## src/rtl/mult_pkg.sv

```systemverilog
`default_nettype none
// ============================================================================
// Module      : mult_pkg
// Description : Shared state encoding, counter sizing and defaults for the
//               shift-add multiplier.
// Revision    : 1.0 - initial release
// ============================================================================
package mult_pkg;

    localparam int DEFAULT_WIDTH = 8;

    localparam logic [1:0] ST_IDLE = 2'd0;
    localparam logic [1:0] ST_CALC = 2'd1;
    localparam logic [1:0] ST_DONE = 2'd2;

    typedef enum logic [1:0] {
        IDLE = ST_IDLE,
        CALC = ST_CALC,
        DONE = ST_DONE
    } state_e;

    // Counter must reach WIDTH, hence WIDTH+1 distinct values.
    function automatic int cnt_w(input int width);
        return $clog2(width + 1);
    endfunction

endpackage
`default_nettype wire

```

## src/rtl/mult_controller.sv

```systemverilog
`default_nettype none
// ============================================================================
// Module      : mult_controller
// Description : IDLE/CALC/DONE sequencer and iteration counter; issues
//               capture/step/finish/flush strobes to the datapath.
// Revision    : 1.0 - initial release
// ============================================================================
module mult_controller
    import mult_pkg::*;
#(
    parameter int WIDTH = DEFAULT_WIDTH
) (
    input  logic clk,
    input  logic rst_n,
    input  logic start_i,
    input  logic clear_i,
    output logic capture_o,
    output logic step_o,
    output logic finish_o,
    output logic flush_o,
    output logic busy_o
);

    localparam int                 CNT_W = cnt_w(WIDTH);
    localparam logic [CNT_W-1:0]   LAST  = CNT_W'(WIDTH - 1);

    state_e             state_q, state_d;
    logic [CNT_W-1:0]   count_q, count_d;
    logic               busy_q,  busy_d;

    always_comb begin
        state_d   = state_q;
        count_d   = count_q;
        busy_d    = busy_q;
        capture_o = 1'b0;
        step_o    = 1'b0;
        finish_o  = 1'b0;
        flush_o   = 1'b0;

        if (clear_i) begin
            // Abort dominates everything, including a coincident start.
            flush_o = 1'b1;
            state_d = IDLE;
            count_d = '0;
            busy_d  = 1'b0;
        end else begin
            unique case (state_q)
                IDLE: begin
                    if (start_i) begin
                        capture_o = 1'b1;
                        count_d   = '0;
                        busy_d    = 1'b1;
                        state_d   = CALC;
                    end
                end
                CALC: begin
                    step_o  = 1'b1;
                    count_d = count_q + CNT_W'(1);
                    if (count_q == LAST) begin
                        state_d = DONE;
                    end
                end
                DONE: begin
                    finish_o = 1'b1;
                    busy_d   = 1'b0;
                    state_d  = IDLE;
                end
                default: begin
                    state_d = IDLE;
                    busy_d  = 1'b0;
                end
            endcase
        end
    end

    always_ff @(posedge clk or negedge rst_n) begin
        if (!rst_n) begin
            state_q <= IDLE;
            count_q <= '0;
            busy_q  <= 1'b0;
        end else begin
            state_q <= state_d;
            count_q <= count_d;
            busy_q  <= busy_d;
        end
    end

    assign busy_o = busy_q;

endmodule
`default_nettype wire

```

## src/rtl/shift_add_multiplier.sv

```systemverilog
`default_nettype none
// ============================================================================
// Module      : shift_add_multiplier
// Description : Sequential unsigned shift-add multiplier whose outputs drive a
//               downstream load/clear register directly.
// Revision    : 1.0 - initial release
// ============================================================================
module shift_add_multiplier
    import mult_pkg::*;
#(
    parameter int WIDTH = DEFAULT_WIDTH
) (
    input  logic                 clk,
    input  logic                 rst_n,
    input  logic                 start,
    input  logic                 clear,
    input  logic [WIDTH-1:0]     a,
    input  logic [WIDTH-1:0]     b,
    output logic                 busy,
    output logic                 done,
    output logic [2*WIDTH-1:0]   product,
    output logic                 load_out,
    output logic                 clear_out
);

    logic w_capture, w_step, w_finish, w_flush;

    logic [WIDTH-1:0]   m_q,       m_d;
    logic [WIDTH:0]     acc_q,     acc_d;
    logic [WIDTH-1:0]   q_q,       q_d;
    logic [2*WIDTH-1:0] product_q, product_d;
    logic               done_q;
    logic               load_q;
    logic               clear_out_q;
    logic [WIDTH:0]     w_sum;

    mult_controller #(
        .WIDTH (WIDTH)
    ) u_ctrl (
        .clk       (clk),
        .rst_n     (rst_n),
        .start_i   (start),
        .clear_i   (clear),
        .capture_o (w_capture),
        .step_o    (w_step),
        .finish_o  (w_finish),
        .flush_o   (w_flush),
        .busy_o    (busy)
    );

    // acc's MSB is zero after every shift, so the sum cannot overflow WIDTH+1.
    assign w_sum = q_q[0] ? (acc_q + {1'b0, m_q}) : acc_q;

    always_comb begin
        m_d       = m_q;
        acc_d     = acc_q;
        q_d       = q_q;
        product_d = product_q;

        if (w_flush) begin
            m_d       = '0;
            acc_d     = '0;
            q_d       = '0;
            product_d = '0;
        end else if (w_capture) begin
            m_d   = a;
            q_d   = b;
            acc_d = '0;
        end else if (w_step) begin
            acc_d = {1'b0, w_sum[WIDTH:1]};
            q_d   = {w_sum[0], q_q[WIDTH-1:1]};
        end else if (w_finish) begin
            product_d = {acc_q[WIDTH-1:0], q_q};
        end
    end

    always_ff @(posedge clk or negedge rst_n) begin
        if (!rst_n) begin
            m_q         <= '0;
            acc_q       <= '0;
            q_q         <= '0;
            product_q   <= '0;
            done_q      <= 1'b0;
            load_q      <= 1'b0;
            clear_out_q <= 1'b0;
        end else begin
            m_q         <= m_d;
            acc_q       <= acc_d;
            q_q         <= q_d;
            product_q   <= product_d;
            done_q      <= w_finish;
            load_q      <= w_finish;
            clear_out_q <= w_flush;
        end
    end

    assign done      = done_q;
    assign load_out  = load_q;
    assign clear_out = clear_out_q;
    assign product   = product_q;

endmodule
`default_nettype wire
```

## config.mk

```make
export PLATFORM = sky130hd
export DESIGN_NAME = shift_add_multiplier
export DESIGN_NICKNAME = d
export VERILOG_FILES = /design/src/rtl/mult_pkg.sv /design/src/rtl/mult_controller.sv /design/src/rtl/shift_add_multiplier.sv
export SDC_FILE = /design/constraint.sdc
export NUM_CORES = 1
export LEC_CHECK = 0
export BUFFER_PORTS_ARGS = -buffer_cell sky130_fd_sc_hd__buf_2
export CAP_MARGIN = 10
export CORE_MARGIN = 1
export CORE_UTILIZATION = 40
export DETAILED_ROUTE_END_ITERATION = 8
export HOLD_SLACK_MARGIN = 0.08
export SETUP_SLACK_MARGIN = 0.4
export SLEW_MARGIN = 20
export SYNTH_ARGS = -nofsm -noshare
export SYNTH_HDL_FRONTEND = slang
export SYNTH_SLANG_ARGS = --single-unit
```

## constraint.sdc

```tcl
create_clock -name clk -period 4.08 [get_ports clk]
set_input_delay 0.408 -clock clk [delete_from_list [all_inputs] [get_ports clk]]
set_output_delay 0.408 -clock clk [all_outputs]
set_load 0.05 [all_outputs]
```

==> Word level (Yosys, flattened, before mapping) <==
Cells that the tools add are included.
{ "word_totals": {"register_bits": 50, "latch_bits": 0, "ramBits": 0, "romBits": 0, "input_bits": 20, "out_inout_bits": 20, "elab_cells": 59, "n_memories": 0} }
{ "op_classes": {"add_sub_neg": 2, "n_mul": 0, "div_mod_pow": 0, "n_lt_le_gt_ge": 0, "eq_ne": 8, "shift": 0, "n_mux": 31, "bitwise": 0, "reduce_logical": 9} }
{ "op_table": {"columns": ["op", "count"], "rows": [
  ["16-bit two-way mux", 4],
  ["8-bit two-way mux", 5],
  ["9-bit two-way mux", 4],
  ["1-bit two-way mux", 10],
  ["9-bit by 8-bit adder with 9-bit output", 1],
  ["4-bit two-way mux", 2],
  ["4-bit one-hot mux with 2 select lines", 1],
  ["2-bit two-way mux", 3],
  ["2-bit != test, second input constant", 3],
  ["2-bit AND reduction", 3],
  ["3-bit nonzero test", 2],
  ["4-bit by 1-bit adder with 4-bit output, second input constant", 1],
  ["4-bit by 3-bit == test with 1-bit output, second input constant", 1],
  ["2-bit one-hot mux with 2 select lines", 1],
  ["2-bit nonzero test", 2],
  ["3-bit by 2-bit != test with 1-bit output, second input constant", 1],
  ["3-bit != test, second input constant", 1],
  ["3-bit AND reduction", 1],
  ["2-bit by 1-bit == test with 1-bit output, second input constant", 1],
  ["2-bit == test, second input constant", 1],
  ["2-bit zero test", 1],
  ["1-bit one-hot mux with 2 select lines", 1]
]} }

==> Longest topological paths before layout <==
Gate-level depths: netlist of run 1.
{ "logic_depth": {"depth_word": 7, "depth_mapped": 8, "mapped_depth_nobuf": 8} }

==> Modules after synthesis <==
From an unflattened synthesis of run 1, not the netlist that was laid out.
{ "unflattened": {"cells_unflattened": 235, "hier_area_um2": 2481.1} }
{ "by_module_without_submodules": {"columns": ["module", "instances", "cells_each", "area_per_inst_um2", "seq_area_each_um2"], "rows": [
  ["shift_add_multiplier", 1, 197, 2128.3, 1051.0],
  ["mult_controller", 1, 38, 352.8, 175.2]
]} }

==> Worst setup path after synthesis of run 1 <==
No wires, ideal clock.
{ "synth_path": {"path_kind": "register -> register", "start": "reg acc_q[0]", "end": "reg acc_q[5]", "setup_time_ns": 0.067, "arrival_ns": 1.743, "required_ns": 4.013, "path_slack_ns": 2.270, "path_stages_with_launch": 9, "n_path_buf": 0, "synth_period_minus_slack_ns": 1.810, "cell_sequence": "dfrtp_1 ha_1 inv_1 fa_1 nor2b_1 o31ai_1 a21oi_1 mux2_2 nand2_1"} }
{ "synth_between": {"elab_chain_cells": 5} }
{ "synth_rtl": {"columns": ["element", "line", "rtl"], "rows": [
  ["from (decl)", "shift_add_multiplier.sv:29", "logic [WIDTH:0] acc_q, acc_d;"],
  ["from (signal assigned)", "shift_add_multiplier.sv:80", "acc_q <= '0;"],
  ["from (signal assigned)", "shift_add_multiplier.sv:88", "acc_q <= acc_d;"],
  ["9-bit by 8-bit adder with 9-bit output", "shift_add_multiplier.sv:52", "assign w_sum = q_q[0] ? (acc_q + {1'b0, m_q}) : acc_q;"],
  ["9-bit two-way mux", "shift_add_multiplier.sv:52", null],
  ["9-bit two-way mux", "shift_add_multiplier.sv:69", "end else if (w_step) begin"],
  ["9-bit two-way mux", "shift_add_multiplier.sv:65", "end else if (w_capture) begin"],
  ["9-bit two-way mux", "shift_add_multiplier.sv:60", "if (w_flush) begin"]
]} }
No other way between the ends. The select of a mux whose other input is x is not followed.
A chain may end at the register's enable or synchronous reset.

==> Worst setup path after layout of run 1 <==
Ends and elaborated chain as after synthesis.

==> impl_metrics.tcl, run 1 <==
set metrics [dict create \
    synth.area.top_cells "dfrtp_1, a22o_1, ha_1, nor2_1, o22ai_1" \
    clock_latency_ps 310 \
    grt-ovfl-total 0 \
    drc_errors 0 \
    synthDominantCellAreaShare_pct 53.49 \
    port_buffers 39 \
    synth-simple-area-share_pct 11.57 \
    grt_pass1_wl_um 8583 \
    path_clk_slew_ps 90 \
    setup_viol 0 \
    n_antenna_cell 0 \
    critPathMaxFanout 4 \
    core_area_sq_mm 0.005507 \
    dpl.hpwl_um 3498 \
    postCtsSetupBuffers 0 \
    syn_area_sq_mm 0.002292 \
    cellPowerDensity_mw_per_mm2 345.7 \
    slew_violations 0 \
    wire_per_inst_um 16.08 \
    crit_family "adder cells" \
    post-route-min-period_ps 2053 \
    die-area_sq_mm 0.006037 \
    critical_path_required_ps 4320 \
    status "finished clean" \
    design_area_sq_mm 0.002639 \
    place_area_sq_mm 0.002546 \
    synthMuxAreaShare_pct 1.801 \
    hold_buffers 0 \
    clock-sinks 49 \
    worst_slew_pin_slew_ps 791.8 \
    antenna_found_initial 0 \
    ioPinCount 40 \
    syn-mean-instance-area_sq_um 11.24 \
    maxCapViolations 0 \
    synth_area_leader_cell "dfrtp_1" \
    post-route-period-util_pct 50.32 \
    synth_compound_area_share_pct 22.87 \
    fp-row-count 27 \
    hold_viol 0 \
    drive_gt1_share_pct 24.49 \
    max_freq_mhz 487.1 \
    cts_resized 0 \
    vdd.ir_drop.worst_uv 138.9 \
    clockRootBuffer "clkbuf_8" \
    yosys.cell_types.count 41 \
    yosysWarnings 0 \
    gp_congestion 0.8076 \
    vias 1734 \
    critPathArrivalTime_ps 2290 \
    cp_cell_sequence "ha_1 > inv_1 > fa_1 > nor2b_1 > o31ai_1 > a21oi_1 > mux2_2 > nand2_1" \
    rsz0062_at_grt "no" \
    cts_buffer_depth 2 \
    cp_slowest_cell "dfrtp_1" \
    power.leakage_nw 1.317 \
    synth_fa_ha_area_share_pct 5.786 \
    initial_utilization_pct 41.63 \
    grt_max_degree 50 \
    synth.net_count 234 \
    ys_seq_elements 49 \
    drtIter0Drc 102 \
    min_path_type "in2async" \
    area_growth_pct 15.12 \
    fp.dieW_um 77.70 \
    start_kind "register" \
    die_h_um 77.70 \
    seq_area_frac_synth_pct 53.49 \
    drt-total-wl_um 5098 \
    fin_tns_setup_ps 0 \
    cts_tree "done" \
    skew_ps 7.728 \
    grt_pass1_vias 1713 \
    syn_inst 204 \
    grt_usage_pct 18.55 \
    drt-pass1-iter-count 4 \
    path_buf_inv 1 \
    critPathCaptureType "register" \
    synthXorXnorAreaFrac_pct 1.146 \
    synth_top_family_by_area "compound AO/OA/AOI/OAI gates" \
    drtAntennaViolNets 0 \
    nets 274 \
    critPathMaxStageDelay_ps 410 \
    htreeDepth 2 \
    worstSetupPathType "reg2reg" \
    relSlewSlack_pct 47.02 \
    cts_buffers 5 \
    viasPerCell 5.470 \
]
-- flip-flops by register name, summed over array words and instances, names as in the netlist --
signal / flops
m_q: 8
u_ctrl.state_q: 2
product: 16
q_q: 8
clear_out: 1
u_ctrl.count_q: 4
load_out: 1
acc_q: 8
u_ctrl.busy_o: 1
-- cells by family after synthesis --
group	Yosys count
AO/OA/AOI/OAI	70
XOR/XNOR	3
adder cells (fa/ha/maj)	10
buffers and inverters	15
flip-flops	49
multiplexers	4
AND/OR/NAND/NOR	53
-- stage by stage --
stage               instances  hold WS (ps)  power, mW  utilization, %  setup slack [ps]
floorplan                 204         112.4     0.5962               -              2270
global placement          309         465.1     0.6371           46.24              2086
detailed placement        309         462.3     0.6381           46.24              2073
CTS                       317         218.1     0.9212           47.81              2036
global route              317         256.8     0.9526           47.92              1847
finish                    317         190.6     0.9121           47.92              2027
-- path summary, 6_finish.rpt --
kind                       slack [ps]                 to         startpoint  cells after the start
min in group clk                  310             m_q[1]               a[1]                      3
max                              2030           acc_q[5]           acc_q[0]                      8
max reg2reg                      2030           acc_q[5]           acc_q[0]                      8
max in group asynchronous        3480  u_ctrl.state_q[0]              rst_n                      2
min                               190           load_out              rst_n                      2
min reg2reg                       470  u_ctrl.state_q[1]  u_ctrl.count_q[3]                      1
-- cells in the final DEF (no fill, tap or decap), types with 2 or more instances in the layout --
| cell | n |
|---|---|
| a211oi_1 | 6 |
| a21o_1 | 2 |
| a21oi_1 | 7 |
| a22o_1 | 25 |
| a32oi_1 | 3 |
| buf_2 | 39 |
| buf_4 | 3 |
| clkbuf_8 | 5 |
| clkinv_2 | 2 |
| dfrtp_1 | 49 |
| ha_1 | 9 |
| inv_1 | 4 |
| inv_2 | 2 |
| mux2i_1 | 3 |
| nand2_1 | 12 |
| nand3_1 | 3 |
| nand4_1 | 2 |
| nor2_1 | 19 |
| nor2b_1 | 3 |
| nor3_1 | 6 |
| o21a_1 | 3 |
| o21ai_0 | 6 |
| o22ai_1 | 8 |
| o31ai_1 | 3 |
| xor2_1 | 2 |
-- layout make-up --
class	count	area, sq um
clock buffers	5	68.82
clock inverters	3	17.52
fillers	525	2868
inverters	6	22.52
multi-input cells	140	996.0
flip-flops and latches	49	1226
well taps	72	90.09
repair buffers	42	217.7
-- layer usage --
metal | up-vias | GRT usage [%] | share of wire, %
met2 | 37 | 29.12 | 45
li1 | 845 | - | -
met5 | - | 0 | 0
met1 | 844 | 25.23 | 50
met3 | 8 | 4.471 | 3.2
met4 | 0 | 5.849 | 1.2
-- cells in the mapped netlist --
master	instances
a211oi_1	6
a21o_1	2
a21oi_1	7
a221o_1	1
a221oi_1	1
a22o_1	25
a31o_1	1
a31oi_1	1
a32oi_1	3
buf_2	4
buf_4	4
clkbuf_1	1
dfrtp_1	49
fa_1	1
ha_1	9
inv_1	4
inv_2	2
mux2_2	1
mux2i_1	3
nand2_1	12
nand2_2	1
nand2b_1	1
nand2b_4	1
nand3_1	3
nand4_1	2
nor2_1	19
nor2b_1	3
nor2b_4	1
nor3_1	6
nor3_2	2
o21a_1	3
o21ai_0	6
o21ai_1	1
o21bai_2	1
o22ai_1	8
o31a_1	1
o31ai_1	3
or2_2	1
or3_1	1
xnor2_1	1
xor2_1	2
-- report_power, final --
group | internal, mW | switching, mW | total [mW] | leakage (nW)
combinational | 0.0399 | 0.0669 | 0.107 | 0.606
sequential | 0.503 | 0.0178 | 0.521 | 0.666
clock | 0.119 | 0.166 | 0.284 | 0.0439
(Power assumes the default switching activity.)
==> run 2, diff against run 1 <==
ABC_AREA = 1   (was not set)
clock period = 2 ns   (was 4.08 ns; I/O delays follow)
==> run 2 against run 1 <==
Clock power grew 110%. Non-clock buffer count grew 4. Sequential power grew to 2.6 times the previous value. Count of clock-buffer cells in the layout is the same. First-iteration DRC count shrank 13%. Global-route usage grew 1.4 points. Power grew to 3.4 times the previous value. Worst hold slack lost 77 ps. Sequential cell count is the same. Sequential share of layout area shrank 5.9 points.
==> impl_metrics.tcl, run 2 <==
set metrics [dict create \
    rsz0062_at_grt "yes" \
    path_clk_slew_ps 100 \
    max_freq_mhz 623.1 \
    synth_most_common_cell "nand2_1" \
    async_flop_share_pct 100.0 \
    synthXorXnorAreaFrac_pct 0.6876 \
    viasPerCell 5.109 \
    post-route-period-util_pct 80.24 \
    status "finished clean" \
    dpl.hpwl_um 4211 \
    synth.net_count 335 \
    clock-sinks 49 \
    min_path_type "in2reg" \
    critPathCaptureType "register" \
    yosys.cell_types.count 34 \
    relSlewSlack_pct 73.30 \
    grt_max_degree 50 \
    fp.dieW_um 81.81 \
    ys.flop_type "dfrtp_1" \
    drtIter0Drc 89 \
    slew_violations 0 \
    power.leakage_nw 1.557 \
    area_growth_pct 18.52 \
    die-area_sq_mm 0.006692 \
    htreeDepth 2 \
    grt-ovfl-total 0 \
    cp_slowest_cell "fa_2" \
    worst_slew_pin_slew_ps 400.1 \
    syn_area_sq_mm 0.002547 \
    wire_per_inst_um 13.79 \
    critPathMaxFanout 2 \
    drt-pass1-iter-count 4 \
    cts_buffer_depth 2 \
    vdd.ir_drop.worst_uv 489.3 \
    finalHoldWorstSlack_ps 114.1 \
    critPathArrivalTime_ps 1810 \
    final_cell_mix "nand2_1, dfrtp_1, nand3_1" \
    grt_pass1_wl_um 9811 \
    skew_ps 18.50 \
    cellPowerDensity_mw_per_mm2 1038 \
    drive_gt1_share_pct 24.71 \
    initial_utilization_pct 42.28 \
    synth_area_leader_cell "dfrtp_1" \
    final_common_cell "nand2_1" \
    hold_viol 0 \
    post-route-min-period_ps 1605 \
    drtAntennaViolNets 0 \
    synthDominantCellAreaShare_pct 48.13 \
    critPathMaxStageDelay_ps 380 \
    grt_usage_pct 19.92 \
    die_h_um 81.81 \
    gp_congestion 0.8260 \
    syn_inst 305 \
    synth_edf_count 0 \
    fin_tns_setup_ps 0 \
    n_antenna_cell 0 \
    drc_errors 0 \
    drt-total-wl_um 5835 \
    synth_fa_ha_area_share_pct 5.206 \
    antenna_found_initial 0 \
    port_buffers 39 \
    core_area_sq_mm 0.006026 \
    critical_path_required_ps 2200 \
    cp_cell_sequence "ha_2 > inv_2 > fa_2 > inv_1 > nand2_1 > nand2_2 > nand3_2 > nand3_2 > nand3_2 > nand2_1 > nand2_1" \
    start_kind "register" \
    largest_reg_flops 16 \
    synth-simple-area-share_pct 24.80 \
    setup_viol 0 \
    fp-row-count 28 \
    synth_common_cells "nand2_1, dfrtp_1, nand3_1, inv_1, o21ai_0" \
    grt_pass1_vias 2052 \
    synth.area.top_cells "dfrtp_1, nand3_1, nand2_1, o21ai_0, inv_1" \
    vias 2161 \
    seq_area_frac_synth_pct 48.13 \
    ys_seq_elements 49 \
    syn-mean-instance-area_sq_um 8.352 \
    worstSetupPathType "reg2reg" \
    cts_tree "done" \
    nets 377 \
    synthMuxAreaShare_pct 0.3929 \
    yosysWarnings 0 \
    ioPinCount 40 \
    maxCapViolations 0 \
    cts_buffers 5 \
    synth_compound_area_share_pct 11.44 \
    synth_top_family_by_area "simple AND/OR/NAND/NOR gates" \
    clockRootBuffer "clkbuf_8" \
    clock_latency_ps 310 \
]
run 2: changes by cell type after synthesis, sizes merged, moves of 4 or more:
cell,change
inv,+39
nor2b,-4
nor3,-7
a211oi,-6
o21ai,+32
nand2,+49
o22ai,-6
a21oi,+5
a22o,-24
nand3,+46
nor2,-8
run 2: final timing paths:
kind                             startpoint     endpoint  slack (ps)  cells after the start
worst min-delay path                   a[7]       m_q[7]         110                      3
min in group asynchronous             rst_n       q_q[3]         390                      3
worst max register to register     acc_q[0]     acc_q[5]         400                     11
max in group asynchronous             rst_n  product[14]        1370                      3
worst min register to register  product[10]  product[10]         520                      2
worst max-delay path               acc_q[0]     acc_q[5]         400                     11
run 2: cell families (layout without fill, tap and decap cells):
| kind of cell | count (synthesis) | after routing |
|---|---|---|
| AND/OR/NAND/NOR | 131 | 131 |
| AO/OA/AOI/OAI | 56 | 56 |
| buffers and inverters | 56 | 99 |
| flip-flops | 49 | 49 |
| adder cells (fa/ha/maj) | 10 | 10 |
| XOR/XNOR | 2 | 2 |
| multiplexers | 1 | 1 |
run 2: per-stage QoR:
step | utilization [%] | std cells | power (mW) | cell area [sq um] | setup WS (ps)
2_1_floorplan | - | 305 | 2.183 | 2547 | 439.2
3_3_place_gp | 46.55 | 411 | 2.460 | 2805 | 377.2
3_5_place_dp | 46.55 | 411 | 2.482 | 2805 | 334.9
4_1_cts | 48.71 | 421 | 3.106 | 2935 | 406.6
5_1_grt | 50.10 | 423 | 3.364 | 3019 | 239.9
6_report | 50.10 | 423 | 3.135 | 3019 | 395.2
run 2: area by class of cell:
class	count	area, sq um
inverter	45	173.9
multi-input combinational	200	1170
sequential	49	1226
fill	615	3007
timing repair buffer	46	265.3
clock inverter	3	21.27
clock buffer	5	68.82
tap	75	93.84
run 2: per-layer routing:
layer | vias to the layer above | track usage [%] | wire length, um
li1 | 1081 | - | -
met1 | 1029 | 28.43 | 2868
met4 | 0 | 7.368 | 71
met3 | 4 | 2.444 | 259
met2 | 47 | 30.83 | 2636
met5 | - | 0 | 0
run 2: where the power goes:
part,internal [mW],switching [mW],total (mW)
Clock,0.249,0.357,0.606
Combinational,0.383,0.800,1.18
Sequential,1.18,0.166,1.35
run 2: repair_timing:
action                                 CTS  global route
hold buffers                             2             0
resized for setup                        5            16
setup buffers                            0             2
pin swaps                                0             7
endpoints found under the hold margin   50             0
setup endpoints to repair                3            12
run 2: critical path: cells and delay by family (launching register included):
| kind | cells | cell delay, ps |
|---|---|---|
| adder cells (fa/ha/maj) | 2 | 570 |
| buffers and inverters | 2 | 100 |
| AND/OR/NAND/NOR | 7 | 460 |
| flip-flops | 1 | 370 |
